$ cat src/rtl/snowbro2_pkg.sv
// snowbro2_pkg: shared game/bank codes, default region offsets and download FSM states
package snowbro2_pkg;
   localparam logic [7:0]  GAME_DEFAULT  = 8'd0;
   localparam logic [7:0]  GAME_SNOWBRO2 = 8'd2;
   localparam logic [1:0]  BA_PRG        = 2'd0;
   localparam logic [1:0]  BA_PCM        = 2'd1;
   localparam logic [1:0]  BA_GFX        = 2'd2;
   localparam logic [25:0] HDR_LEN_DEF   = 26'd64;
   localparam logic [25:0] PCM_START_DEF = 26'h080040;
   localparam logic [25:0] GFX_START_DEF = 26'h0C0040;
   typedef enum logic [1:0] {IDLE, HOLD, WRITE, FLUSH} state_t;
   typedef struct packed {
      logic        hdr;
      logic [1:0]  ba;
      logic [21:0] waddr;
      logic        odd;
   } region_t;
endpackage

$ cat src/rtl/snowbro2_dwnld_decode.sv
// snowbro2_dwnld_decode: maps an ioctl byte offset to header flag, bank, word address and byte lane
module snowbro2_dwnld_decode
   import snowbro2_pkg::*;
#(
   parameter logic [25:0] HDR_LEN   = HDR_LEN_DEF,
   parameter logic [25:0] PCM_START = PCM_START_DEF,
   parameter logic [25:0] GFX_START = GFX_START_DEF
) (
   input  logic [25:0] addr,
   output region_t     rgn
);
   logic [25:0] offset;
   logic        unused_hi;
   always_comb begin
      rgn.hdr   = addr < HDR_LEN;
      rgn.ba    = addr < PCM_START ? BA_PRG : addr < GFX_START ? BA_PCM : BA_GFX;
      offset    = addr - (addr < PCM_START ? HDR_LEN : addr < GFX_START ? PCM_START : GFX_START);
      rgn.waddr = offset[22:1];
      rgn.odd   = offset[0];
   end
   assign unused_hi = ^offset[25:23];
endmodule

$ cat src/rtl/snowbro2_dwnld.sv
// snowbro2_dwnld: packs ioctl download bytes into 16-bit SDRAM writes per region and latches GAME
module snowbro2_dwnld
   import snowbro2_pkg::*;
#(
   parameter logic [25:0] HDR_LEN   = HDR_LEN_DEF,
   parameter logic [25:0] PCM_START = PCM_START_DEF,
   parameter logic [25:0] GFX_START = GFX_START_DEF
) (
   input  logic        CLK96,
   input  logic        RESET96_N,
   input  logic        downloading,
   input  logic        ioctl_wr,
   input  logic [25:0] ioctl_addr,
   input  logic [7:0]  ioctl_dout,
   output logic [21:0] prog_addr,
   output logic [15:0] prog_data,
   output logic [1:0]  prog_mask,
   output logic [1:0]  prog_ba,
   output logic        prog_we,
   input  logic        prog_rdy,
   output logic        dwnld_busy,
   output logic [7:0]  GAME,
   output logic        overflow
);
   state_t      state, state_nx;
   region_t     live, skid, src;
   logic [25:0] skid_addr;
   logic [7:0]  skid_data, src_data;
   logic        skid_v, skid_v_nx, skid_ld, ovf_set;
   logic        live_v, match, take;
   logic [15:0] data_nx;
   logic [21:0] addr_nx;
   logic [1:0]  ba_nx, mask_nx;
   logic        unused_skid_hdr;

   snowbro2_dwnld_decode #(.HDR_LEN(HDR_LEN), .PCM_START(PCM_START), .GFX_START(GFX_START))
      u_live (.addr(ioctl_addr), .rgn(live));
   snowbro2_dwnld_decode #(.HDR_LEN(HDR_LEN), .PCM_START(PCM_START), .GFX_START(GFX_START))
      u_skid (.addr(skid_addr), .rgn(skid));
   assign unused_skid_hdr = skid.hdr;

   // header bytes never reach the packer; the skid byte always goes ahead of a live one
   assign live_v     = ioctl_wr & downloading & ~live.hdr;
   assign src        = skid_v ? skid : live;
   assign src_data   = skid_v ? skid_data : ioctl_dout;
   assign match      = src.odd && src.ba == prog_ba && src.waddr == prog_addr;
   assign take       = (skid_v | live_v) & (state == IDLE | (state == HOLD & match));
   assign prog_we    = state == WRITE || state == FLUSH;
   assign dwnld_busy = downloading | (state != IDLE) | skid_v;

   // a live byte not consumed directly is parked; it only fits if the skid is empty or just drained
   assign skid_ld   = live_v & (skid_v ? take : ~take);
   assign ovf_set   = live_v & skid_v & ~take;
   assign skid_v_nx = skid_ld | (skid_v & ~take);

   always_comb begin
      state_nx = state;
      data_nx  = prog_data;
      addr_nx  = prog_addr;
      ba_nx    = prog_ba;
      mask_nx  = prog_mask;
      if (prog_we) begin
         if (prog_rdy) state_nx = IDLE;
      end else if (take) begin
         state_nx = src.odd ? WRITE : HOLD;
         addr_nx  = src.waddr;
         ba_nx    = src.ba;
         data_nx  = src.odd ? {src_data, state == HOLD ? prog_data[7:0] : 8'h00} : {8'h00, src_data};
         mask_nx  = src.odd ? (state == HOLD ? 2'b00 : 2'b01) : 2'b11;
      end else if (state == HOLD && (skid_v | live_v | ~downloading)) begin
         state_nx = FLUSH;
         mask_nx  = 2'b10;
      end
   end

   always_ff @(posedge CLK96 or negedge RESET96_N) begin
      if (!RESET96_N) begin
         state     <= IDLE;
         prog_data <= '0;
         prog_addr <= '0;
         prog_ba   <= BA_PRG;
         prog_mask <= 2'b11;
         skid_v    <= 1'b0;
         skid_addr <= '0;
         skid_data <= '0;
         overflow  <= 1'b0;
         GAME      <= GAME_DEFAULT;
      end else begin
         state     <= state_nx;
         prog_data <= data_nx;
         prog_addr <= addr_nx;
         prog_ba   <= ba_nx;
         prog_mask <= mask_nx;
         skid_v    <= skid_v_nx;
         if (skid_ld) begin
            skid_addr <= ioctl_addr;
            skid_data <= ioctl_dout;
         end
         if (ovf_set) overflow <= 1'b1;
         if (ioctl_wr && downloading && ioctl_addr == '0) GAME <= ioctl_dout;
      end
   end
endmodule

$ cat config.mk
export PLATFORM = sky130hd
export DESIGN_NAME = snowbro2_dwnld
export DESIGN_NICKNAME = d
export VERILOG_FILES = /design/src/rtl/snowbro2_pkg.sv /design/src/rtl/snowbro2_dwnld_decode.sv /design/src/rtl/snowbro2_dwnld.sv
export SDC_FILE = /design/constraint.sdc
export NUM_CORES = 1
export LEC_CHECK = 0
export BUFFER_PORTS_ARGS = -buffer_cell sky130_fd_sc_hd__buf_2
export CORE_MARGIN = 4
export CORE_UTILIZATION = 49
export DETAILED_ROUTE_END_ITERATION = 10
export GPL_ROUTABILITY_DRIVEN = 0
export PLACE_DENSITY = 0.71
export RECOVER_POWER = 25
export SLEW_MARGIN = 30
export SYNTH_ARGS = -nofsm -noshare
export SYNTH_HDL_FRONTEND = slang
export SYNTH_HIERARCHICAL = 1
export SYNTH_SLANG_ARGS = --single-unit
$ cat constraint.sdc
create_clock -name CLK96 -period 7.3 [get_ports CLK96]
set_input_delay 0.73 -clock CLK96 [delete_from_list [all_inputs] [get_ports CLK96]]
set_output_delay 0.73 -clock CLK96 [all_outputs]
set_load 0.05 [all_outputs]
==> summary.md, run 1 <==
| Metric | Value |
|---|---|
| Status | `finished, violations left` |
| Failing checks | `max-capacitance violations, max-slew violations` |
| Clk_skew | `12.06 ps` |
| Layout cell share with drive strength beyond 1 | `33.58%` |
| Crit Path Category | `in -> reg` |
| Hold Crit Class | `reg -> reg` |
| Fin crit share | `76.60%` |
| Clock buffer count from CTS | `9` |
| Initial Utilization | `49.96%` |
| Internal | `1.390 mW` |
| # diodes | `0` |
| Clock share of power | `12.1%` |
| Via count | `3652` |
| Crit path DAT | `5850 ps` |
| Reg2Reg Depth | `20` |
| First-pass GRT wire length | `18310 um` |
| Num ports | `92` |
| # DRC | `0` |
| Crit-path slowest cell | `or4_1` |
| Final Setup Violations | `0` |
| Drt first-iter violations | `145` |
| Yosys Warn Count | `6` |
| Placed Cells incl. Taps | `662` |
| Sum Neg Setup Slack | `0 ps` |
| GR Overflow Total | `0` |
| Final nets | `583` |
| Max Root-Sink Buffers | `2` |
| Tmin final | `5592 ps` |
| CTS Root Cell | `clkbuf_8` |
| Core area | `10280 um^2` |
| Die height | `110.4 um` |
| # H-tree levels | `3` |
| # rows | `37` |
| Routed wire length | `11300 um` |
| Power per cell area | `468.2 nW/um^2` |
| Worst slew pin tran | `2372 ps` |
| Total Die Area | `12180 um^2` |
| Setup bufs post-CTS | `0` |
| Number of global-route vias before repair | `3583` |
| Post-route cell area | `5758 um^2` |
| Max Cap Viol | `2` |
| Post_cts resized | `0` |
| Comb power frac | `53.2%` |
| Largest net degree at the start of global routing | `47` |
| Routed Antenna Nets | `0` |
| Type of origin of the critical path | `primary input` |
| Hpwl dp | `8683 um` |
| Aggregate global-route resource usage | `19.63%` |
| Placed cell areas | `5582 um^2` |
| Largest stage delay on the critical path | `580 ps` |
| FMAX | `0.1788 GHz` |
| Slew headroom | `-58.12%` |
| Sw power | `1.306 mW` |
| DR vias/cell | `5.386` |
| Data required time of the worst path | `7560 ps` |
| Crit path max fanout | `21` |
| Post-Syn Nets | `507` |
| Mapped Cells | `461` |
| Clock Latency Late Sink | `370 ps` |
| Flop pwr share | `34.7%` |
| TritonRoute pass-1 iters | `4` |
| CTS clk-pin slew, worst paths | `100 ps` |
| Net switching fraction of the power | `48.43%` |
| Hold buffer count at CTS | `0` |
| Leakage | `2.821 nW` |
| Syn_area_per_cell | `11.14 um^2` |
| Filler instances | `927` |
| Crit-path cells | `buf_2, inv_1, ha_1, or3b_1, or4_1, a31oi_1, ha_1, a21o_1, a211oi_1, o31ai_1, xnor2_1, mux2i_1, xnor2_1, nor3_1, nand3_1, o31a_2, ha_1, nand2_1, buf_12, mux2_2` |
| I/O Buffers | `91` |
| Sink Count | `88` |
| CTS tree | `yes` |
| RSZ-0062 raised after global routing | `no` |
| Max-slew violation count | `91` |
| Die X | `110.4 um` |
| Peak VDD IR | `0.2124 mV` |
| Endpoints failing hold | `0` |
| Cell area after synthesis | `5135 um^2` |
| Most used cell, CP | `ha_1` |
| Routed WL per cell | `16.67 um` |
| Fin cells | `678` |
| CP endpoint kind | `register` |
| Worst hold path depth | `2` |
| P&R area growth vs syn | `12.13%` |
| Initial antenna violation count | `0` |
## per-layer routing
| metal | vias up | share of wire [%] | global-route usage [%] |
|---|---|---|---|
| met4 | 0 | 2.2 | 6.596 |
| met1 | 1787 | 44 | 26.43 |
| li1 | 1756 | - | - |
| met5 | - | 0 | 0 |
| met3 | 14 | 5.2 | 4.368 |
| met2 | 95 | 48 | 31.41 |
## sequential cells by signal, indices dropped and copies added, names as in the netlist
signal,flops
prog_data,16
skid_v,1
skid_data,8
GAME,8
skid_addr,26
prog_mask,2
prog_addr,22
state,2
overflow,1
prog_ba,2
## power by group through the flow
stage	Combinational (mW)	Sequential (mW)	Clock, mW
floorplan	0.906	1.20	0
global placement	1.42	0.934	0
detailed placement	1.44	0.947	0
CTS	1.45	0.938	0.335
global route	1.54	0.973	0.360
finish	1.43	0.936	0.326
## critical path: cells and delay by family
family	cells	cell delay, ps
AO/OA/AOI/OAI	5	1150
buffers and inverters	3	440
AND/OR/NAND/NOR	5	1900
multiplexers	2	550
XOR/XNOR	2	230
adder cells (fa/ha/maj)	3	820
## worst paths after layout
kind,startpoint,endpoint,slack [ps]
max reg2reg,skid_addr[6]$_DFFE_PN0P_,skid_addr[6]$_DFFE_PN0P_,1860
min,prog_mask[0]$_DFFE_PN1P_,prog_mask[0]$_DFFE_PN1P_,470
max,ioctl_addr[6],skid_addr[6]$_DFFE_PN0P_,1710
max in group asynchronous,RESET96_N,skid_v$_DFF_PN0_,2840
min reg2reg,prog_mask[0]$_DFFE_PN1P_,prog_mask[0]$_DFFE_PN1P_,470
min in group asynchronous,RESET96_N,prog_data[12]$_DFFE_PN0P_,1030
## through the flow
stage	setup slack (ps)	total power [mW]	utilization [%]	hold slack, ps
after detailed placement	1337	2.390	54.31	460.6
after global routing	1296	2.875	56.03	491.4
final	1708	2.696	56.03	468.0
after CTS	1707	2.721	56.10	341.0
after global placement	1466	2.355	54.29	443.0
after floorplan	1809	2.109	-	434.4
## placed cells by master, fill, tap and decap left out, types with 2 or more instances in the layout
master	n
buf_4	2
o21ai_0	5
nand2b_1	5
buf_2	90
mux2i_1	54
a21oi_2	2
nand2_1	28
nor2_1	14
nor2b_1	2
clkbuf_1	2
dfrtp_1	85
dfstp_2	2
nor4_1	14
nor3_1	9
ha_1	7
o31ai_1	5
o21ai_1	8
clkbuf_8	9
mux2i_2	4
a31oi_1	3
nand3_1	2
nand4_1	2
a21o_1	3
or3_1	3
nor3b_1	3
xor2_1	18
inv_6	4
o31ai_2	7
a21oi_1	3
nor4_2	3
inv_1	36
mux2_2	42
or4_1	4
xnor2_1	35
## cell type report
cell class,instances,area [um^2],share of cell area [%]
multi-input combinational,306,2564,44.52
sequential,88,2208,38.35
timing repair buffer,95,493.0,8.562
tap,136,170.2,2.955
clock buffer,9,123.9,2.151
clock inverter,7,60.06,1.043
inverter,37,138.9,2.412
Power figures use the tool's default switching activity.
==> run 2: changes to the inputs <==
--- a/config.mk
+++ b/config.mk
@@ -10,7 +10,7 @@
 export CORE_UTILIZATION = 49
 export DETAILED_ROUTE_END_ITERATION = 10
 export GPL_ROUTABILITY_DRIVEN = 0
-export PLACE_DENSITY = 0.71
+export PLACE_DENSITY = 0.74
 export RECOVER_POWER = 25
 export SLEW_MARGIN = 30
 export SYNTH_ARGS = -nofsm -noshare
==> constraint.sdc (replaced) <==
create_clock -name CLK96 -period 5.01 [get_ports CLK96]
set_input_delay 0.501 -clock CLK96 [delete_from_list [all_inputs] [get_ports CLK96]]
set_output_delay 0.501 -clock CLK96 [all_outputs]
set_load 0.05 [all_outputs]
==> run 2 against run 1 <==
Effect of this change: the run still ends with max-capacitance violations, max-slew violations left; sequential power up 47%; combinational power up 50%; critical path type unchanged; critical endpoint is now skid_data[0]$_DFFE_PN0P_; global-route usage up 1.3 points.
==> summary.md, run 2 (synthesis gave the netlist of run 1 again) <==
| Metric | Value |
|---|---|
| Status | `finished, violations left` |
| Failing checks | `max-capacitance violations, max-slew violations` |
| Endpoints failing hold | `0 (unchanged)` |
| Tmin final | `4661 ps` |
| Met1 GRT Util | `27.24% (+0.81 points)` |
| Crit-path cells | `buf_2, inv_1, ha_1, or3b_1, or4_1, a31oi_2, ha_1, a21o_1, a211oi_2, o31ai_1, xnor2_1, mux2i_1, xnor2_1, nor3_2, nand3_1, o31a_2, ha_1, nand2_2, buf_12, mux2_2` |
| Power per cell area | `683.4 nW/um^2 (+46%)` |
| Commonest non-fill, non-tap cell in the layout | `buf_2` |
| P&R area growth vs syn | `15.84%` |
| Largest register FFs | `26 (unchanged)` |
| Max-slew violation count | `46 (-49%)` |
| Most used cell, CP | `ha_1` |
| Fin crit share | `93.03%` |
| Die height | `110.4 um (unchanged)` |
| Top reg by flops | `skid_addr` |
| Sink Count | `88 (unchanged)` |
| Hold Crit Class | `in -> reg` |
| Slew headroom | `-62.00% (-3.9 points)` |
| Initial Utilization | `49.96% (unchanged)` |
| Aggregate global-route resource usage | `20.92% (+1.3 points)` |
| Data required time of the worst path | `5260 ps (-2300 ps)` |
| Met2 usage | `35.40% (+4.0 points)` |
| RSZ-0062 raised after global routing | `no` |
| Drt first-iter violations | `196 (+35%)` |
| CP endpoint kind | `register` |
| Worst hold slack | `394.6 ps (-73.41 ps)` |
| Number of global-route vias before repair | `3879 (+8.3%)` |
| Max Cap Viol | `1 (-1)` |
| Clock Latency Late Sink | `360 ps (about the same)` |
| Highest-count cells in the layout ignoring fill and taps | `buf_2, dfrtp_1, mux2i_1` |
| First-pass GRT wire length | `19480 um (+6.4%)` |
| Routed Antenna Nets | `0 (unchanged)` |
| CTS clk-pin slew, worst paths | `90 ps (about the same)` |
| Total Die Area | `12180 um^2 (unchanged)` |
| Worst slew pin tran | `2430 ps (+58.16 ps)` |
| Busiest grt layer | `met2` |
| Top Registers | `skid_addr x26, prog_addr x22, prog_data x16` |
| Hpwl dp | `9207 um (+6.0%)` |
| Largest net degree at the start of global routing | `46 (-2.1%)` |
| Routed WL per cell | `17.24 um (+3.4%)` |
| Final nets | `598 (+2.6%)` |
| I/O Buffers | `91 (unchanged)` |
| Final core utilization | `57.88% (+1.9 points)` |
| Peak VDD IR | `0.3019 mV (+42%)` |
| Die X | `110.4 um (unchanged)` |
| Setup ws final | `349.3 ps (-1359 ps)` |
| GR Overflow Total | `0 (unchanged)` |
| Crit Path Category | `in -> reg` |
| TritonRoute pass-1 iters | `4 (unchanged)` |
| Crit path DAT | `4910 ps (-940 ps)` |
| Final Setup Violations | `0 (unchanged)` |
| # rows | `37 (unchanged)` |
| # diodes | `0 (unchanged)` |
| Crit-path slowest cell | `or4_1` |
| Leakage | `2.919 nW (+3.5%)` |
| Placed Cells incl. Taps | `677 (+2.3%)` |
| Initial antenna violation count | `0 (unchanged)` |
| Crit path max fanout | `20 (-4.8%)` |
| Type of origin of the critical path | `primary input` |
| Hold buffer count at CTS | `0 (unchanged)` |
| CTS Root Cell | `clkbuf_8` |
| Largest stage delay on the critical path | `560 ps (-20 ps)` |
| Fin cells | `693 (+2.2%)` |
| DR vias/cell | `5.397 (+0.19%)` |
| # DRC | `0 (unchanged)` |
| Worst slack, placed | `-56.55 ps (-1393 ps)` |
| Clk_skew | `10.75 ps (-1.309 ps)` |
| Met3 GRT Util | `4.659% (+0.29 points)` |
| Core area | `10280 um^2 (unchanged)` |
| FMAX | `0.2146 GHz` |
| Via count | `3740 (+2.4%)` |
| CTS tree | `yes` |
| Routed wire length | `11950 um (+5.7%)` |
| Clock buffer count from CTS | `9 (unchanged)` |
| Num ports | `92 (unchanged)` |
| # H-tree levels | `3 (unchanged)` |
| Max Root-Sink Buffers | `2 (unchanged)` |
| Layout cell share with drive strength beyond 1 | `36.09% (+2.5 points)` |
-- run 2: metrics by stage --
step                      power, mW  TNS (ps)  cell area (um^2)
final                         4.065         0              5948
after global routing          4.328         0              5948
after CTS                     4.082         0              5938
after detailed placement      3.531     -1244              5715
after global placement        3.456         0              5713
after floorplan               3.082    -529.9              5155
-- run 2: power breakdown --
part | internal (mW) | switching, mW
Sequential | 1.02 | 0.354
Combinational | 0.841 | 1.30
Clock | 0.297 | 0.253
-- run 2: layout make-up --
type	count	area, um^2
Fill cell	892	4329
Multi-Input combinational cell	306	2589
Sequential cell	88	2208
Timing Repair Buffer	110	619.3
Tap cell	136	170.2
Clock buffer	12	145.1
Inverter	37	138.9
Clock inverter	4	77.57
-- run 2: timing repair --
| item | 4_1_cts | 5_1_grt |
|---|---|---|
| buffers inserted | 0 | 0 |
| endpoints found under the setup margin | 0 | 34 |
| resized for setup | 0 | 3 |
-- run 2: per-layer routing --
| metal | wire, um | share of wire [%] |
|---|---|---|
| met5 | 0 | 0 |
| met1 | 5286 | 44 |
| met4 | 139 | 1.2 |
| met3 | 496 | 4.2 |
| met2 | 6024 | 50 |
-- run 2: worst paths after layout --
path,from,to,slack (ps),cells after the start
max,ioctl_addr[6],skid_data[0]$_DFFE_PN0P_,350,20
min,ioctl_dout[1],skid_data[1]$_DFFE_PN0P_,390,2
max reg2reg,skid_addr[6]$_DFFE_PN0P_,skid_data[0]$_DFFE_PN0P_,380,19
min reg2reg,prog_mask[0]$_DFFE_PN1P_,prog_mask[0]$_DFFE_PN1P_,460,2
max in group asynchronous,RESET96_N,skid_v$_DFF_PN0_,1940,2
min in group asynchronous,RESET96_N,prog_data[0]$_DFFE_PN0P_,860,1
-- run 2: worst max-delay path, delay by kind of cell --
| kind | cells | cell delay, ps |
|---|---|---|
| AOI/OAI and AO/OA | 5 | 1040 |
| xor gates and xnor gates | 2 | 250 |
| and+or+nand+nor | 5 | 1390 |
| muxes | 2 | 580 |
| adders and majority gates | 3 | 760 |
| buffers and inverters | 3 | 340 |
